==> src/rtl/coef_load_ctrl_pkg.sv <==
// Shared types and defaults for the UART-driven FIR coefficient loader.
// The byte tag occupies bits [TAG_MSB:TAG_LSB] of every high byte.
package coef_load_pkg;

    localparam int N_COEF_DEF      = 16;
    localparam int COEF_W_DEF      = 12;
    localparam int TIMEOUT_CYC_DEF = 1_000_000;
    localparam int ADDR_W          = 4;
    localparam int TAG_MSB         = 7;
    localparam int TAG_LSB         = 4;

    typedef enum logic [2:0] {
        S_IDLE,
        S_WAIT_LO,
        S_WAIT_HI,
        S_WRITE,
        S_DONE,
        S_ERR
    } state_e;

    function automatic logic [ADDR_W-1:0] tagOf(input logic [7:0] rxByte);
        return rxByte[TAG_MSB:TAG_LSB];
    endfunction

endpackage

==> src/rtl/coef_load_ctrl_if.sv <==
// Byte stream from the UART receiver plus the indexed write port into the coefficient bank.
// The master modport is the loader side; the slave side is the UART/bank environment.
interface coef_load_ctrl_if
    import coef_load_pkg::*;
#(
    parameter int COEF_W = COEF_W_DEF
);

    logic [7:0]        rx_data;
    logic              rx_valid;
    logic              coef_wr;
    logic [ADDR_W-1:0] coef_addr;
    logic [COEF_W-1:0] coef_data;

    modport master (
        input  rx_data,
        input  rx_valid,
        output coef_wr,
        output coef_addr,
        output coef_data
    );

    modport slave (
        output rx_data,
        output rx_valid,
        input  coef_wr,
        input  coef_addr,
        input  coef_data
    );

endinterface

==> src/rtl/coef_load_ctrl_byte_timeout.sv <==
// Loadable down-counter that flags TIMEOUT_CYC consecutive running cycles without a clear.
// It expires during the last allowed cycle so that a byte in that cycle can still win.
module byte_timeout #(
    parameter int TIMEOUT_CYC = coef_load_pkg::TIMEOUT_CYC_DEF
) (
    input  logic clk_i,
    input  logic rst_i,
    input  logic clear_i,
    input  logic run_i,
    output logic expired_o
);

    localparam int               CNT_W    = $clog2(TIMEOUT_CYC + 1);
    localparam logic [CNT_W-1:0] LOAD_VAL = CNT_W'(TIMEOUT_CYC - 1);

    logic [CNT_W-1:0] cnt_q, cnt_d;

    always_comb begin
        cnt_d = cnt_q;
        if (clear_i) begin
            cnt_d = LOAD_VAL;
        end else if (run_i && (cnt_q != '0)) begin
            cnt_d = cnt_q - CNT_W'(1);
        end
    end

    always_ff @(posedge clk_i) begin
        if (rst_i) begin
            cnt_q <= LOAD_VAL;
        end else begin
            cnt_q <= cnt_d;
        end
    end

    assign expired_o = run_i && (cnt_q == '0);

endmodule

==> src/rtl/coef_load_ctrl.sv <==
// Assembles COEF_W-bit coefficients from tagged UART byte pairs and writes them into the bank.
// The FIR enable is only raised after every coefficient of a load has been written.
module coef_load_ctrl
    import coef_load_pkg::*;
#(
    parameter int N_COEF      = N_COEF_DEF,
    parameter int COEF_W      = COEF_W_DEF,
    parameter int TIMEOUT_CYC = TIMEOUT_CYC_DEF
) (
    input  logic             clk_i,
    input  logic             rst_i,
    input  logic             start_i,
    coef_load_ctrl_if.master bus,
    output logic             busy_o,
    output logic             done_o,
    output logic             err_o,
    output logic             en_fir_o
);

    localparam logic [ADDR_W-1:0] LAST_IDX = ADDR_W'(N_COEF - 1);

    state_e            state_q, state_d;
    logic [ADDR_W-1:0] index_q, index_d;
    logic [ADDR_W-1:0] addr_q, addr_d;
    logic [7:0]        coefLo_q, coefLo_d;
    logic [COEF_W-1:0] data_q, data_d;
    logic              err_q, err_d;
    logic              enFir_q, enFir_d;
    logic              tmrClear, tmrRun, tmrExpired;

    byte_timeout #(
        .TIMEOUT_CYC(TIMEOUT_CYC)
    ) u_timeout (
        .clk_i    (clk_i),
        .rst_i    (rst_i),
        .clear_i  (tmrClear),
        .run_i    (tmrRun),
        .expired_o(tmrExpired)
    );

    // The timer is held loaded outside the wait states so each wait starts with a full budget.
    always_comb begin
        state_d  = state_q;
        index_d  = index_q;
        addr_d   = addr_q;
        coefLo_d = coefLo_q;
        data_d   = data_q;
        err_d    = err_q;
        enFir_d  = enFir_q;
        tmrClear = 1'b1;
        tmrRun   = 1'b0;

        case (state_q)
            S_IDLE: begin
                if (start_i) begin
                    state_d = S_WAIT_LO;
                    index_d = '0;
                    err_d   = 1'b0;
                    enFir_d = 1'b0;
                end
            end
            S_WAIT_LO: begin
                tmrRun   = 1'b1;
                tmrClear = bus.rx_valid;
                if (bus.rx_valid) begin
                    coefLo_d = bus.rx_data;
                    state_d  = S_WAIT_HI;
                end else if (tmrExpired) begin
                    state_d = S_ERR;
                end
            end
            S_WAIT_HI: begin
                tmrRun   = 1'b1;
                tmrClear = bus.rx_valid;
                if (bus.rx_valid) begin
                    if (tagOf(bus.rx_data) == index_q) begin
                        addr_d  = index_q;
                        data_d  = {bus.rx_data[COEF_W-9:0], coefLo_q};
                        state_d = S_WRITE;
                    end else begin
                        state_d = S_ERR;
                    end
                end else if (tmrExpired) begin
                    state_d = S_ERR;
                end
            end
            S_WRITE: begin
                if (index_q == LAST_IDX) begin
                    state_d = S_DONE;
                end else begin
                    index_d = index_q + ADDR_W'(1);
                    state_d = S_WAIT_LO;
                end
            end
            S_DONE:  state_d = S_IDLE;
            S_ERR:   state_d = S_IDLE;
            default: state_d = S_IDLE;
        endcase

        // Flags are set on entry so they rise together with done_o / the ERR cycle.
        if (state_d == S_DONE) begin
            enFir_d = 1'b1;
        end
        if (state_d == S_ERR) begin
            err_d = 1'b1;
        end
    end

    always_ff @(posedge clk_i) begin
        if (rst_i) begin
            state_q  <= S_IDLE;
            index_q  <= '0;
            addr_q   <= '0;
            coefLo_q <= '0;
            data_q   <= '0;
            err_q    <= 1'b0;
            enFir_q  <= 1'b0;
        end else begin
            state_q  <= state_d;
            index_q  <= index_d;
            addr_q   <= addr_d;
            coefLo_q <= coefLo_d;
            data_q   <= data_d;
            err_q    <= err_d;
            enFir_q  <= enFir_d;
        end
    end

    assign bus.coef_wr   = (state_q == S_WRITE);
    assign bus.coef_addr = addr_q;
    assign bus.coef_data = data_q;
    assign busy_o        = (state_q == S_WAIT_LO) || (state_q == S_WAIT_HI) || (state_q == S_WRITE);
    assign done_o        = (state_q == S_DONE);
    assign err_o         = err_q;
    assign en_fir_o      = enFir_q;

endmodule

==> src/flat_wrapper.sv <==
// flat-port wrapper written by rule: the top's interface ports become plain ports
module coef_load_ctrl_flat import coef_load_pkg::*;
#(
    parameter int N_COEF      = N_COEF_DEF,
    parameter int COEF_W      = COEF_W_DEF,
    parameter int TIMEOUT_CYC = TIMEOUT_CYC_DEF
)
  (clk_i, rst_i, start_i, busy_o, done_o, err_o, en_fir_o, bus_rx_data, bus_rx_valid, bus_coef_wr, bus_coef_addr, bus_coef_data);
  coef_load_ctrl_if #(.COEF_W(COEF_W)) bus_i ();
  input  logic clk_i;
  input  logic rst_i;
  input  logic start_i;
  output logic busy_o;
  output logic done_o;
  output logic err_o;
  output logic en_fir_o;
  input wire logic [$bits(bus_i.rx_data)-1:0] bus_rx_data;
  input wire logic [$bits(bus_i.rx_valid)-1:0] bus_rx_valid;
  output wire logic [$bits(bus_i.coef_wr)-1:0] bus_coef_wr;
  output wire logic [$bits(bus_i.coef_addr)-1:0] bus_coef_addr;
  output wire logic [$bits(bus_i.coef_data)-1:0] bus_coef_data;
  assign bus_i.rx_data = bus_rx_data;
  assign bus_i.rx_valid = bus_rx_valid;
  assign bus_coef_wr = bus_i.coef_wr;
  assign bus_coef_addr = bus_i.coef_addr;
  assign bus_coef_data = bus_i.coef_data;
  coef_load_ctrl #(.N_COEF(N_COEF), .COEF_W(COEF_W), .TIMEOUT_CYC(TIMEOUT_CYC)) u_core (.clk_i(clk_i), .rst_i(rst_i), .start_i(start_i), .bus(bus_i), .busy_o(busy_o), .done_o(done_o), .err_o(err_o), .en_fir_o(en_fir_o));
endmodule
==> config.mk <==
export PLATFORM = sky130hd
export DESIGN_NAME = coef_load_ctrl_flat
export DESIGN_NICKNAME = d
export VERILOG_FILES = /design/src/rtl/coef_load_ctrl_pkg.sv /design/src/rtl/coef_load_ctrl_if.sv /design/src/rtl/coef_load_ctrl_byte_timeout.sv /design/src/rtl/coef_load_ctrl.sv /design/src/flat_wrapper.sv
export SDC_FILE = /design/constraint.sdc
export NUM_CORES = 1
export LEC_CHECK = 0
export CAP_MARGIN = 20
export CORE_MARGIN = 2
export CORE_UTILIZATION = 49
export CTS_CLUSTER_DIAMETER = 50
export DETAILED_ROUTE_END_ITERATION = 16
export GPL_TIMING_DRIVEN = 0
export PLACE_DENSITY = 0.79
export SLEW_MARGIN = 25
export SYNTH_ARGS = -nofsm -noshare
export SYNTH_HDL_FRONTEND = slang
export SYNTH_SLANG_ARGS = --single-unit
==> constraint.sdc <==
create_clock -name clk_i -period 2 [get_ports clk_i]
set_input_delay 0.4 -clock clk_i [delete_from_list [all_inputs] [get_ports clk_i]]
set_output_delay 0.4 -clock clk_i [all_outputs]
set_load 0.005 [all_outputs]
==> results of run 1 <==
## worst register-to-register path: stages (launching register included)
cell,delay [ns]
dfxtp_2,0.35
or4_4,0.55
or3_4,0.41
or4_1,0.52
nand3_1,0.09
## registers in the layout, indices dropped and copies added, names as in the netlist
| signal | cells |
|---|---|
| u_core.bus.coef_data | 12 |
| u_core.err_o | 1 |
| u_core.en_fir_o | 1 |
| u_core.index_q | 4 |
| u_core.bus.coef_addr | 4 |
| u_core.coefLo_q | 8 |
| u_core.u_timeout.cnt_q | 20 |
| u_core.state_q | 3 |
## cell usage in the layout, fill, tap and decap left out, types with 3 or more instances in the layout
| master | instances |
|---|---|
| clkdlybuf4s50_1 | 30 |
| a211oi_1 | 3 |
| or4_1 | 3 |
| inv_1 | 5 |
| clkbuf_1 | 5 |
| dfxtp_2 | 5 |
| nand3_1 | 8 |
| nor2_1 | 42 |
| or3_1 | 3 |
| xor2_1 | 12 |
| nor4_1 | 5 |
| mux2i_1 | 24 |
| o211ai_1 | 3 |
| o21ai_0 | 4 |
| xnor2_1 | 7 |
| o31ai_1 | 3 |
| nor3b_1 | 3 |
| nor2_2 | 3 |
| nor3_1 | 7 |
| dfxtp_1 | 48 |
| clkbuf_8 | 7 |
| a21oi_1 | 4 |
| nand4_1 | 3 |
| buf_4 | 8 |
| nand2_1 | 19 |
## area by class of cell
class                           count  area [um2]  area share
Buffer                             11       78.83     0.02503
Clock buffer                        6       72.57     0.02304
Clock inverter                      2       38.79     0.01232
Inverter                            6       22.52    0.007151
Multi-Input combinational cell    195        1404      0.4458
Sequential cell                    53        1067      0.3389
Tap cell                           67       83.83     0.02662
Timing Repair Buffer               40       381.6      0.1212
## metal layers
layer | wire length, um | GRT usage
met5 | 0 | 0
met4 | 84 | 0.08929
met1 | 2601 | 0.2849
met3 | 245 | 0.04201
met2 | 2680 | 0.3265
## timing repair
item | in CTS | in global routing
buffers inserted | 5 | 3
resized for setup | 24 | 18
pin swaps | 2 | 3
setup endpoints to repair | 20 | 28
## cell families after synthesis
group,count (synthesis),share of synthesized area
xor gates and xnor gates,20,0.07209
muxes,24,0.09887
buffers and inverters,18,0.03038
and+or+nand+nor,117,0.2533
DFF,53,0.4367
AOI/OAI and AO/OA,31,0.09320
adders and majority gates,3,0.01545
## through the flow
stage | power, mW | TNS, ns | hold slack, ns | std cells | setup slack, ns
2_1_floorplan | 1.178 | 0 | 0.4396 | 266 | 0.01737
3_3_place_gp | 1.233 | -9.831 | 0.4392 | 365 | -0.4297
3_5_place_dp | 1.235 | -10.36 | 0.4442 | 365 | -0.4727
4_1_cts | 1.973 | -0.02163 | 0.4671 | 378 | -0.02139
5_1_grt | 2.037 | -0.2894 | 0.5029 | 380 | -0.1086
6_report | 1.966 | 0 | 0.4578 | 380 | 0.02770
## power groups by stage
| stage | sequential, mW | clock, mW | combinational [mW] |
|---|---|---|---|
| detailed placement | 1.10 | 0 | 0.138 |
| finish | 1.07 | 0.743 | 0.149 |
| CTS | 1.07 | 0.757 | 0.143 |
| floorplan | 1.10 | 0 | 0.0826 |
| global placement | 1.10 | 0 | 0.136 |
| global route | 1.08 | 0.799 | 0.162 |
## how the worst max path moves through the flow
stage          slack, ns  cells after the start                         end
3_3_place_gp       -0.43                      4  u_core.u_timeout.cnt_q[18]
2_1_floorplan       0.02                      7  u_core.u_timeout.cnt_q[18]
3_5_place_dp       -0.47                      4  u_core.u_timeout.cnt_q[17]
5_1_grt            -0.11                      8   u_core.u_timeout.cnt_q[2]
6_report            0.03                      4                 bus_coef_wr
4_1_cts            -0.02                      5  u_core.u_timeout.cnt_q[17]
==> metrics.yaml, run 1 <==
status: "finished, final reports clean"
skew_ns: 0.007200
grt_usage: 0.2100
grt_pass1_vias: 1972
cpLargestDelayFamily: "buffers and inverters"
clkSlewWorstSetupHoldPaths_ns: 0.10
grt_max_degree: 17
synth_nets: 281
power.internal_mw: 1.508
routed_wl_mm: 5.612
syn_area_um2: 2430
cts_htree_levels: 2
antenna_left: 0
path_max_fanout: 9
syn-mean-instance-area_um2: 9.135
drt_first_iter_violations: 184
start_util: 0.5111
die_height_um: 74.42
yosys_most_used_dff: "dfxtp_1"
max_slew_margin: 0.6000
timing.final.crit_share: 0.9861
grt.overflow.total: 0
grt_pass1_wl_mm: 8.963
hold_path_class: "reg2reg"
synth_common_cells: "53 x dfxtp_1, 45 x nor2_1, 24 x mux2i_1"
synth.top_cell.area_share: 0.4367
pwr-share-comb: 0.076
antenna_found_initial: 0
setup_violations: 0
synth_edf_count: 0
cts_tree: "built"
async_flop_share: 0
ys_ff_latch: 53
die_area_um2: 5538
yosysWarnings: 0
holdPathStages: 2
seq_area_frac_synth: 0.4367
insertion_delay_ns: 0.32
timing.rr.end: "u_core.u_timeout.cnt_q[17]"
critPathMaxStageDelay_ns: 0.51
synthTopCellsByArea: "dfxtp_1 44%, mux2i_1 9.9%, nor2_1 7.0%"
rsz0062_at_grt: "yes"
ios: 33
crit_type: "reg2out"
fin_nets: 327
clkPwrFrac: 0.378
hold_violations: 0
dp_hpwl_mm: 3.697
rows: 25
vias_per_cell: 5.603
slowest_stage: "clkdlybuf4s50_1"
syn_inst: 266
slew_violations: 0
ff2ff_path_depth: 4
gp_congestion: 0.8643
io_buffers: 32
cellPowerDensity_nw_per_um2: 624.4
vias: 2129
synthMostInstantiatedCell: "dfxtp_1"
netSwitchingPower_uw: 458.9
final_area_um2: 3149
ir_drop_mv: 0.5581
synth_cell_type_count: 45
area_growth_pct: 29.61
critical_path_arrival_ns: 1.57
ctsLongestPathBuffers: 2
drc_errors: 0
holdPathEnd: "u_core.en_fir_o"
tightest_slew_ns: 0.5950
swShare: 0.2334
post_drt_wl_per_cell_um: 14.77
dr.pass1.iters: 4
start_kind: "register"
cts_sinks: 53
ctsHoldBuffers: 0
worstPathCellList: "clkbuf_4, nand2_1, nor2_2, clkdlybuf4s50_1"
crit_buf_inv: 2
core_um2: 4755
fillerInstances: 395
synth_area_leader_cell: "dfxtp_1"
power_leakage_nw: 1.236
die_x_um: 74.42
critPathRequiredTime_ns: 1.60
postPlaceCellArea_um2: 2840
post_route_cells_drive_above_1_share: 0.1597
critPathCaptureType: "output port"
min-delay-start: "u_core.en_fir_o"
r2r-start: "u_core.u_timeout.cnt_q[0]"
fin_crit_ns: 1.972
critPathLaunch: "u_core.state_q[0]"
cts_made_buffers: 5
utilization: 0.6624
fmax_ghz: 0.5070
p_seq_frac: 0.546
rrSetupSlack_ns: 0.03
clockRootBuffer: "clkbuf_8"
drv_cap: 0
insertedDiodeCount: 0
Power figures use the tool's default switching activity.
==> run 2, diff against run 1 <==
SKIP_LAST_GASP = 1   (was unset)
==> run 2 against run 1 <==
The run now ends with negative setup slack left. Clock-buffer cell count unchanged. Worst setup slack lost 0.069 ns. Flip-flop and latch count unchanged. Critical path type is now reg2reg. Routed wire length rose by 5.0%. Sequential share of layout area is 0.20 points lower. Die area unchanged. Global-route usage down 0.11 points. Sequential power is essentially flat. Critical endpoint is now u_core.u_timeout.cnt_q[8]. Fmax fell by 3.4%. Combinational power hardly changed.
==> metrics.yaml, run 2 (synthesis gave the netlist of run 1 again) <==
status: "complete, but fails checks"  # was finished, final reports clean
violations: "negative setup slack"
start_kind: "register"  # unchanged
hold_violations: 0  # unchanged
critPathRequiredTime_ns: 2.21  # was 1.60 ns
grt_max_degree: 17  # unchanged
routed_wl_mm: 5.895  # was 5.612 mm
grt_pass1_wl_mm: 8.949  # was 8.963 mm
hold_path_class: "reg2reg"  # unchanged
grt_pass1_vias: 1967  # was 1,972
dr.pass1.iters: 5  # was 4
instances_no_fill: 384  # was 380
crit_type: "reg2reg"  # was reg2out
worstPathCellList: "buf_2, xnor2_1, nor2_1, nand2_1, nor2_1, a41o_1"  # was clkbuf_4, nand2_1, nor2_2, clkdlybuf4s50_1
critPathMaxStageDelay_ns: 0.58  # was 0.51 ns
grt_util_met1: 0.2857  # was 0.2849
path_common_cell: "nor2_1"
ir_drop_mv: 0.5111  # was 0.5581 mV
dp_hpwl_mm: 3.697  # unchanged
cellPowerDensity_nw_per_um2: 622.0  # was 624.4 nW/um2
skew_ns: 0.007001  # was 0.007200 ns
fin_crit_ns: 2.041  # was 1.972 ns
antenna_found_initial: 0  # unchanged
die_height_um: 74.42  # unchanged
final_area_um2: 3168  # was 3149 um2
rows: 25  # unchanged
die_area_um2: 5538  # unchanged
tightest_slew_ns: 0.6825  # was 0.5950 ns
cts_made_buffers: 5  # unchanged
met2_usage: 0.3225  # was 0.3265
largest_reg_flops: 20  # unchanged
core_um2: 4755  # unchanged
drc_errors: 0  # unchanged
clockRootBuffer: "clkbuf_8"  # unchanged
vias: 2157  # was 2,129
crit_buf_inv: 1  # was 2
antenna_left: 0  # unchanged
grt_busiest_layer: "met2"  # unchanged
critical_path_arrival_ns: 2.26  # was 1.57 ns
use_met3: 0.04201  # unchanged
insertion_delay_ns: 0.32  # about the same
final_common_cell: "dfxtp_1"  # unchanged
cts_tree: "built"  # unchanged
ctsLongestPathBuffers: 2  # unchanged
drv_cap: 0  # unchanged
fin_nets: 331  # was 327
cts_htree_levels: 2  # unchanged
timing.final.crit_share: 1.021  # was 0.9861
fmax_ghz: 0.4899  # was 0.5070 GHz
setup_violations: 1  # was 0
rsz0062_at_grt: "yes"  # unchanged
largest-register: "u_core.u_timeout.cnt_q"  # unchanged
vias_per_cell: 5.617  # was 5.603
grt.overflow.total: 0  # unchanged
path_max_fanout: 9  # unchanged
power_leakage_nw: 1.238  # was 1.236 nW
clkSlewWorstSetupHoldPaths_ns: 0.10  # about the same
place_ws_ns: -0.4727  # unchanged
worst_slack_ns: -0.04129  # was 0.02770 ns
critPathCaptureType: "register"  # was output port
start_util: 0.5111  # unchanged
post_route_cells_drive_above_1_share: 0.1672  # was 0.1597
slowest_stage: "xnor2_1"  # was clkdlybuf4s50_1
grt_usage: 0.2089  # was 0.2100
max_slew_margin: 0.5417  # was 0.6000
io_buffers: 32  # unchanged
cts_sinks: 53  # unchanged
cpLargestDelayFamily: "simple AND/OR/NAND/NOR gates"  # was buffers and inverters
ios: 33  # unchanged
final_cell_mix: "48 x dfxtp_1, 42 x nor2_1, 32 x clkdlybuf4s50_1"  # was 48 x dfxtp_1, 42 x nor2_1, 30 x clkdlybuf4s50_1
gp_congestion: 0.8643  # unchanged
post_drt_wl_per_cell_um: 15.35  # was 14.77 um
dpl.cell_count: 365  # unchanged
postPlaceCellArea_um2: 2840  # unchanged
area_growth_pct: 30.38  # was 29.61%
slew_violations: 0  # unchanged
drt_first_iter_violations: 171  # was 184
die_x_um: 74.42  # unchanged
insertedDiodeCount: 0  # unchanged
run 2: changes by cell type in the layout (fill, tap and decap cells not counted):
cell / before / now
clkbuf_4: 2 / 0
buf_4: 8 / 12
buf_2: 1 / 3
xnor2_1: 7 / 8
clkbuf_8: 7 / 5
xnor2_2: 1 / 0
buf_8: 0 / 2
clkdlybuf4s50_1: 30 / 32
dlygate4sd2_1: 1 / 0
dlymetal6s2s_1: 1 / 0
run 2: tightest hold or removal path: cells and delay by family, from the launching register on:
| kind | cells | cell delay, ns |
|---|---|---|
| flip-flops | 1 | 0.33 |
| buffers and inverters | 1 | 0.05 |
| AO/OA/AOI/OAI | 1 | 0.05 |
run 2: repair_timing:
item                                    CTS  global route
hold endpoints to repair                  0             0
gates resized for setup                  22            17
buffers inserted                          5             7
pin swaps                                 2             2
cloned                                    0             0
endpoints found under the setup margin   20            37
hold buffers                              0             0
run 2: routing by layer:
layer	wire length (um)	share of wire
met3	358	0.061
met2	2793	0.47
met1	2635	0.45
met5	0	0
met4	107	0.018
run 2: cell type report:
cell class	count	area, um2
Inverter	6	22.52
Fill cell	391	1587
Clock buffer	6	72.57
Sequential cell	53	1067
Multi-Input combinational cell	195	1396
Tap cell	67	83.83
Clock inverter	2	38.79
Buffer	11	76.32
Timing Repair Buffer	44	410.4
run 2: where the power goes:
group	switching (mW)	internal [mW]
Clock	0.371	0.376
Sequential	0.00615	1.07
Combinational	0.0866	0.0635
run 2: final timing paths:
| path | startpoint | to | slack [ns] | depth (start not counted) |
|---|---|---|---|---|
| setup / recovery | u_core.state_q[0] | u_core.u_timeout.cnt_q[8] | -0.04 | 6 |
| hold / removal | u_core.en_fir_o | u_core.en_fir_o | 0.47 | 2 |
| setup reg to reg | u_core.state_q[0] | u_core.u_timeout.cnt_q[8] | -0.04 | 6 |
| hold reg to reg | u_core.en_fir_o | u_core.en_fir_o | 0.47 | 2 |
run 2: stage by stage:
step / hold slack (ns) / power, mW / setup TNS, ns / util
2_1_floorplan: 0.4396 / 1.178 / 0 / -
3_3_place_gp: 0.4392 / 1.233 / -9.831 / 0.5974
3_5_place_dp: 0.4442 / 1.235 / -10.36 / 0.5974
4_1_cts: 0.4671 / 1.973 / -0.06769 / 0.6461
5_1_grt: 0.4965 / 2.033 / -0.4328 / 0.6663
6_report: 0.4667 / 1.971 / -0.04129 / 0.6663
